--- src/rtl/div_pkg.sv ---
// div_pkg -- shared definitions for the sequential restoring divider.
//   state_t    : FSM state encoding (IDLE=00, EXEC=01, DONE=10, 11 illegal)
//   CNT_W      : iteration counter width for the default 32-bit divider
//   cnt_w_of() : counter width for an arbitrary operand width
package div_pkg;

  typedef enum logic [1:0] {
    S_IDLE = 2'b00,
    S_EXEC = 2'b01,
    S_DONE = 2'b10,
    S_BAD  = 2'b11
  } state_t;

  localparam int DEFAULT_WIDTH = 32;
  localparam int CNT_W         = $clog2(DEFAULT_WIDTH);

  // Counter must hold WIDTH-1; clog2(WIDTH) bits always suffice.
  function automatic int cnt_w_of(input int width);
    return (width > 1) ? $clog2(width) : 1;
  endfunction

endpackage

--- src/rtl/div_seq_cla_sub.sv ---
// cla_sub -- (WIDTH+1)-bit subtractor diff = a - b, computed as a + ~b + 1.
//   a, b   : WIDTH+1 bit operands
//   diff   : WIDTH+1 bit difference
//   borrow : 1 when a < b (inverted carry-out)
// The low WIDTH bits are covered by chained 4-bit carry-lookahead groups;
// the extra top bit is a single ripple stage.
module cla_sub #(
  parameter int WIDTH = 32
) (
  input  logic [WIDTH:0] a,
  input  logic [WIDTH:0] b,
  output logic [WIDTH:0] diff,
  output logic           borrow
);

  logic [WIDTH:0] p;
  logic [WIDTH:0] g;

  assign p = a ^ ~b;
  assign g = a & ~b;

  always_comb begin
    logic       carry;
    logic [3:0] p4;
    logic [3:0] g4;
    logic       c1, c2, c3, c4;
    carry = 1'b1;
    diff  = '0;
    p4    = '0;
    g4    = '0;
    c1    = 1'b0;
    c2    = 1'b0;
    c3    = 1'b0;
    c4    = 1'b0;
    for (int k = 0; k < WIDTH / 4; k++) begin
      p4 = p[4*k +: 4];
      g4 = g[4*k +: 4];
      // Every carry inside a group is formed from the group carry-in only.
      c1 = g4[0] | (p4[0] & carry);
      c2 = g4[1] | (p4[1] & g4[0]) | (p4[1] & p4[0] & carry);
      c3 = g4[2] | (p4[2] & g4[1]) | (p4[2] & p4[1] & g4[0])
         | (p4[2] & p4[1] & p4[0] & carry);
      c4 = g4[3] | (p4[3] & g4[2]) | (p4[3] & p4[2] & g4[1])
         | (p4[3] & p4[2] & p4[1] & g4[0])
         | (p4[3] & p4[2] & p4[1] & p4[0] & carry);
      diff[4*k +: 4] = p4 ^ {c3, c2, c1, carry};
      carry = c4;
    end
    diff[WIDTH] = p[WIDTH] ^ carry;
    borrow      = ~(g[WIDTH] | (p[WIDTH] & carry));
  end

endmodule

--- src/rtl/div_seq.sv ---
// div_seq -- multi-cycle unsigned restoring divider, one quotient bit/clock.
//   clk, reset  : clock, synchronous active-high reset
//   start       : request a division (accepted in IDLE or DONE)
//   clear       : DONE -> IDLE
//   dividend    : numerator, latched on accepted start
//   divisor     : denominator, latched on accepted start
//   quotient    : result quotient (valid while done)
//   remainder   : result remainder (valid while done)
//   busy        : high in EXEC
//   done        : high in DONE
//   div_by_zero : high in DONE when the latched divisor was zero
// Handshake: start is a request sampled only in IDLE/DONE; the result is
// held with done=1 until clear or a new start is accepted.
module div_seq
  import div_pkg::*;
#(
  parameter int WIDTH = 32
) (
  input  logic             clk,
  input  logic             reset,
  input  logic             start,
  input  logic             clear,
  input  logic [WIDTH-1:0] dividend,
  input  logic [WIDTH-1:0] divisor,
  output logic [WIDTH-1:0] quotient,
  output logic [WIDTH-1:0] remainder,
  output logic             busy,
  output logic             done,
  output logic             div_by_zero
);

  localparam int CW = cnt_w_of(WIDTH);

  state_t           state;
  state_t           state_nx;
  logic [WIDTH-1:0] q_reg;
  logic [WIDTH-1:0] d_reg;
  logic [WIDTH:0]   r_reg;
  logic [CW-1:0]    count;
  logic             dz_reg;

  logic             accept;
  logic             zero_div;
  logic [WIDTH:0]   r_sh;
  logic [WIDTH-1:0] q_sh;
  logic [WIDTH:0]   t_diff;
  logic             t_borrow;
  logic             unused_r_msb;

  assign accept   = start && ((state == S_IDLE) || (state == S_DONE));
  assign zero_div = (divisor == '0);

  // Shift {R,Q} left by one. R[WIDTH] is always 0 after a restoring step
  // (R < D), so dropping it loses nothing.
  assign r_sh         = {r_reg[WIDTH-1:0], q_reg[WIDTH-1]};
  assign q_sh         = {q_reg[WIDTH-2:0], 1'b0};
  assign unused_r_msb = r_reg[WIDTH];

  cla_sub #(.WIDTH(WIDTH)) u_sub (
    .a      (r_sh),
    .b      ({1'b0, d_reg}),
    .diff   (t_diff),
    .borrow (t_borrow)
  );

  always_ff @(posedge clk) begin
    if (reset) state <= S_IDLE;
    else       state <= state_nx;
  end

  always_comb begin
    state_nx = state;
    case (state)
      S_IDLE: if (start) state_nx = zero_div ? S_DONE : S_EXEC;
      S_EXEC: if (count == '0) state_nx = S_DONE;
      S_DONE: begin
        if (start)      state_nx = zero_div ? S_DONE : S_EXEC;
        else if (clear) state_nx = S_IDLE;
      end
      default: state_nx = S_IDLE;
    endcase
  end

  always_ff @(posedge clk) begin
    if (reset) begin
      q_reg  <= '0;
      r_reg  <= '0;
      d_reg  <= '0;
      count  <= '0;
      dz_reg <= 1'b0;
    end else if (accept) begin
      if (zero_div) begin
        q_reg  <= '1;
        r_reg  <= {1'b0, dividend};
        d_reg  <= '0;
        count  <= '0;
        dz_reg <= 1'b1;
      end else begin
        q_reg  <= dividend;
        r_reg  <= '0;
        d_reg  <= divisor;
        count  <= CW'(WIDTH - 1);
        dz_reg <= 1'b0;
      end
    end else if (state == S_EXEC) begin
      // Restoring step: keep the shifted remainder when the trial borrows.
      r_reg <= t_borrow ? r_sh : t_diff;
      q_reg <= {q_sh[WIDTH-1:1], ~t_borrow};
      if (count != '0) count <= count - 1'b1;
    end else if ((state == S_DONE) && clear) begin
      dz_reg <= 1'b0;
    end
  end

  assign quotient    = q_reg;
  assign remainder   = r_reg[WIDTH-1:0];
  assign busy        = (state == S_EXEC);
  assign done        = (state == S_DONE);
  assign div_by_zero = (state == S_DONE) && dz_reg;

endmodule

--- config.mk ---
export PLATFORM = sky130hd
export DESIGN_NAME = div_seq
export DESIGN_NICKNAME = d
export VERILOG_FILES = /design/src/rtl/div_pkg.sv /design/src/rtl/div_seq_cla_sub.sv /design/src/rtl/div_seq.sv
export SDC_FILE = /design/constraint.sdc
export NUM_CORES = 1
export LEC_CHECK = 0
export BUFFER_PORTS_ARGS = -buffer_cell sky130_fd_sc_hd__buf_4
export CAP_MARGIN = 20
export CELL_PAD_IN_SITES_DETAIL_PLACEMENT = 1
export CELL_PAD_IN_SITES_GLOBAL_PLACEMENT = 1
export CORE_UTILIZATION = 40
export DETAILED_ROUTE_END_ITERATION = 12
export PLACE_DENSITY = 0.78
export SETUP_SLACK_MARGIN = 0.3
export SYNTH_ARGS = -nofsm -noshare
export SYNTH_HDL_FRONTEND = slang
export SYNTH_HIERARCHICAL = 1
export SYNTH_SLANG_ARGS = --single-unit
--- constraint.sdc ---
create_clock -name clk -period 4.6 [get_ports clk]
set_input_delay 0.46 -clock clk [delete_from_list [all_inputs] [get_ports clk]]
set_output_delay 0.46 -clock clk [all_outputs]
set_load 0.05 [all_outputs]
==> results.yml, run 1 <==
outcome:
  status: "finished, final reports clean"
floorplan:
  rows: 47
  die_w_um: 133
  core_sq_um: 16600
  initial_core_util: 0.411
  ioPinCount: 135
  die-area_sq_um: 17600
  die_h_um: 133
grt:
  grt_max_degree: 115
  grt_pass1_vias: 6308
  antenna_found_initial: 0
  grt_util_all_layers: 0.236
  grt_pass1_wl_um: 33400
  grt_remaining_overflow: 0
timing:
  grt_setup_unrepaired: "no"
  finalSetupTns_ns: 0
  drv_slew: 0
  max-slew-margin-rel: 0.294
  tightestPinTransition_ns: 1.06
  finalHoldViolations: 0
  max_freq_ghz: 0.281
  clock_skew_ns: 0.0112
  fin_crit_sh: 0.775
  setup_viol: 0
  period_needed_ns: 3.56
yosys:
  synth_cells: 814
  syn_avg_cell_area_sq_um: 8.40
  yosys_warnings: 6
  synth_fp_nets: 925
  synth_area_sq_um: 6840
power:
  p_per_area_nw_per_um2: 452
  vdd_drop_max_mv: 0.202
  p_leak_uw: 0.00328
setup_path:
  path_class: "reg -> reg"
  required_ns: 4.79
  r2r_end: "r_reg[24]"
  crit_path_start_kind: "flip-flop"
  cp-end-kind: "flip-flop"
  critPathLaunch: "d_reg[2]"
  ff2ff_setup_slack_ns: 1.04
  cp_data_arrival_time_ns: 3.76
  crit_path_max_fanout: 17
  r2r_cells: 15
  reg2reg_from: "d_reg[2]"
worst_hold_path:
  holdPathStages: 2
  min_to: "quotient[9]"
  worstHoldStart: "dividend[9]"
  hold_path.class: "in -> reg"
clock_tree:
  h-tree-depth: 3
  numCtsBuffers: 9
  clock_latency_ns: 0.36
  post_cts_resized: 0
  cts_setup_buffers: 0
  cts.path.max_buffers: 2
  clockRootBuffer: "clkbuf_16"
  cts_tree: "yes"
  cts_sinks: 104
  cts_hold_buf: 0
  clk_pin_slew_ns: 0.07
placed_design:
  dp_cells: 1114
  portBuffers: 134
  gp_congestion: 0.817
  placed_cell_area_sq_um: 7880
  hpwl_um: 14600
final_layout:
  area_delta_synth_final_pct: 19.9
  mostFrequentLayoutCells: "buf_4, nand2_1, dfxtp_1, inv_1, a21oi_1"
  stdcell_count: 1130
  final_common_cell: "buf_4"
  drive_above_1_share: 0.268
  antennaDiodeCount: 0
  layout.nets: 1016
  design_area_sq_um: 8200
  fillerInstances: 1974
job:
  timing.max_cap.violations: 0
detailed_routing:
  route.detailed.drc: 0
  routed_wl_um: 20500
  detail-route-antenna-nets: 0
  wl_per_cell_um: 18.2
  first_pass_iters: 4
  routed_via_density: 5.50
  first_iter_violations: 327
  vias: 6214
==> stage by stage <==
stage / power, uW / hold WS (ns) / util / setup WS (ns)
after floorplan: 2450 / 0.436 / - / 1.05
after global placement: 2850 / 0.443 / 0.474 / 1.19
after detailed placement: 2890 / 0.450 / 0.474 / 1.04
after CTS: 3730 / 0.318 / 0.493 / 1.02
after global routing: 3930 / 0.331 / 0.493 / 0.790
final: 3700 / 0.334 / 0.493 / 1.04
==> power by group <==
part           switching [uW]  internal [uW]  total (uW)
clock network             364            456         820
logic                    1030            726        1760
registers                 119           1010        1130
total                    1520           2190        3700
==> layout make-up <==
| cell class | count | area (sq um) | share of cell area |
|---|---|---|---|
| multi-input cells | 589 | 4240 | 0.517 |
| flip-flops and latches | 104 | 2080 | 0.254 |
| repair buffers | 142 | 1070 | 0.130 |
| well taps | 220 | 275 | 0.0336 |
| clock buffers | 11 | 253 | 0.0308 |
| inverters | 59 | 221 | 0.0270 |
| clock inverters | 5 | 62.6 | 0.00763 |
==> how the worst max path moves through the flow <==
stage,end,slack (ns),depth (start not counted)
2_1_floorplan,r_reg[11],1.05,16
3_3_place_gp,r_reg[22],1.19,15
3_5_place_dp,r_reg[24],1.04,15
4_1_cts,r_reg[24],1.02,15
5_1_grt,r_reg[24],0.79,15
6_report,r_reg[24],1.04,15
==> per-layer routing <==
layer / up-vias / part of all wire / GRT usage
met4: 0 / 0.012 / 0.0651
met2: 119 / 0.44 / 0.370
met5: - / 0 / 0
met1: 3016 / 0.51 / 0.340
li1: 3066 / - / -
met3: 13 / 0.039 / 0.0284
==> worst max-delay path, cell delays in order, from the launching register on <==
cell and delay [ns]:
dfxtp_1 0.33, inv_1 0.09, ha_1 0.35, o21ai_1 0.11, a22oi_2 0.22, a31oi_4 0.16
o21ai_2 0.29, a21o_1 0.18, nand2_1 0.10, o21ai_2 0.19, a21oi_1 0.11, fa_1 0.39
buf_4 0.23, mux2_2 0.29, o21ai_0 0.23, o22ai_2 0.10
Note: power is estimated with default switching activity, not from simulation.
==> run 2: changes to the inputs <==
Settings changed: ABC_AREA set to 1, CORE_UTILIZATION 40 to 35, PLACE_DENSITY 0.78 to 0.77.
Clock period 4.6 ns to 3.2 ns, I/O delays scaled along.
==> results.yml, run 2 <==
grt:
  antenna_found_initial: 0
  grt_remaining_overflow: 0
  grt_pass1_vias: 7432
  grt_pass1_wl_um: 38900
  grt_max_degree: 71
  grt_util_all_layers: 0.254
yosys:
  synth_area_sq_um: 6600
  synth_fp_nets: 1111
  synth_cells: 1000
  yosys_warnings: 6
  syn_avg_cell_area_sq_um: 6.60
clock_tree:
  clock_latency_ns: 0.37
  clk_pin_slew_ns: 0.08
  cts_hold_buf: 0
  h-tree-depth: 3
  clockRootBuffer: "clkbuf_16"
  numCtsBuffers: 9
  cts_sinks: 104
  cts_tree: "yes"
  cts.path.max_buffers: 2
timing:
  setup_viol: 1
  drv_slew: 0
  whs_ns: 0.204
  clock_skew_ns: 0.0141
  fin_crit_sh: 1.01
  max-slew-margin-rel: 0.464
  max_freq_ghz: 0.309
  tightestPinTransition_ns: 0.804
  period_needed_ns: 3.23
  finalHoldViolations: 0
  grt_setup_unrepaired: "yes"
  finalWorstSetupSlack_ns: -0.0333
floorplan:
  die-area_sq_um: 19400
  initial_core_util: 0.362
  rows: 49
  core_sq_um: 18200
  die_w_um: 139
  ioPinCount: 135
  die_h_um: 139
final_layout:
  mostFrequentLayoutCells: "nand2_1, buf_4, a21oi_1, inv_1, dfxtp_1"
  post-route-util: 0.503
  register_area_sq_um: 2120
  multi_input_area_sq_um: 4170
  fillerInstances: 2291
  final_common_cell: "nand2_1"
  drive_above_1_share: 0.333
  antennaDiodeCount: 0
  stdcell_count: 1396
  layout.nets: 1273
  area_delta_synth_final_pct: 38.7
outcome:
  failed_checks: "setup timing"
  status: "finished with violations"
detailed_routing:
  first_pass_iters: 5
  detail-route-antenna-nets: 0
  wl_per_cell_um: 18.5
  route.detailed.drc: 0
  routed_via_density: 5.20
  wl_met2_um: 12700
  first_iter_violations: 413
  top_layer_used: "met4"
  vias: 7266
  drt-met1-wl_um: 11300
  wl_met3_um: 1090
  routed_wl_um: 25800
worst_hold_path:
  hold_path.class: "in -> reg"
setup_path:
  crit_chain: "inv_2, ha_4, nand2_2, nand2_2, nor2_2, nand2_2, buf_6, buf_4, buf_4, buf_4, buf_4, buf_6, buf_4, buf_4, buf_4, buf_6, inv_4, fa_1, inv_2, nand2_2, nand2_2, o21ai_2, a21oi_1"
  cpMostUsedCell: "buf_4"
  cp-end-kind: "flip-flop"
  max_stage_delay_ns: 0.41
  reg2reg_from: "d_reg[3]"
  critPathLaunch: "d_reg[3]"
  ff2ff_setup_slack_ns: -0.03
  required_ns: 3.49
  critPathSlowestCell: "fa_1"
  crit_path_start_kind: "flip-flop"
  r2r_cells: 23
  endpoint: "r_reg[4]"
  cp_data_arrival_time_ns: 3.52
  worst-path-stages: 23
  path_class: "reg -> reg"
  critPathTopFamily: "buffers and inverters"
  r2r_end: "r_reg[4]"
  path_buf_inv: 13
  crit_path_max_fanout: 3
power:
  p_per_area_nw_per_um2: 637
  p_comb_frac: 0.522
  power_switching_share: 0.421
  seqPwrFrac: 0.273
  p_clk_frac: 0.205
  vdd_drop_max_mv: 0.317
  p_leak_uw: 0.00434
  p_int_uw: 3380
  p_switching_uw: 2450
placed_design:
  portBuffers: 134
  dp_cells: 1321
  gp_congestion: 0.794
  hpwl_um: 14500
job:
  timing.max_cap.violations: 0
-- run 2: cell type report --
type,count,area share
Timing Repair Buffer,203,0.192
Sequential cell,104,0.231
Inverter,123,0.0540
Timing Repair inverter,2,0.00301
Clock buffer,13,0.0284
Multi-Input combinational cell,719,0.456
Clock inverter,3,0.00437
Tap cell,229,0.0313
-- run 2: routing by layer --
| layer | vias up | GRT usage |
|---|---|---|
| met5 | - | 0 |
| met4 | 0 | 0.0901 |
| met3 | 60 | 0.0471 |
| met2 | 199 | 0.442 |
| met1 | 3500 | 0.313 |
| li1 | 3507 | - |
-- run 2: worst min path at each step --
stage	start	endpoint	cells past startpoint
6_report	dividend[0]	r_reg[0]	3
5_1_grt	divisor[31]	d_reg[31]	3
4_1_cts	dividend[0]	r_reg[0]	3
3_5_place_dp	d_reg[17]	d_reg[17]	2
3_3_place_gp	count[4]	count[4]	2
2_1_floorplan	count[4]	count[4]	2
-- run 2: worst min-delay path, cell delays in order --
cell	delay [ns]
buf_4	0.12
nand2_1	0.05
a21oi_1	0.05
-- run 2: what timing repair did --
action / 4_1_cts / 5_1_grt
cloned: 6 / 0
setup endpoints to repair: 33 / 33
gates resized for setup: 72 / 83
hold endpoints to repair: 0 / 0
setup buffers: 48 / 5
pin swaps: 57 / 50
-- run 2: power groups by stage --
stage	Combinational [uW]	Sequential, uW	Clock [uW]
final	3040	1590	1200
after global routing	3250	1610	1260
after CTS	2700	1580	1210
after detailed placement	2110	1600	0
after global placement	2070	1590	0
after floorplan	1240	1920	0
-- run 2: metrics by stage --
stage / cell area (sq um) / setup slack (ns) / setup TNS (ns) / total power, uW
CTS: 8850 / 0.162 / 0 / 5480
global placement: 7800 / 0.0699 / 0 / 3660
global route: 9150 / -0.0605 / -0.209 / 6130
floorplan: 6690 / 0.288 / 0 / 3160
finish: 9150 / -0.0333 / -0.0333 / 5830
detailed placement: 7800 / -0.0545 / -0.794 / 3710
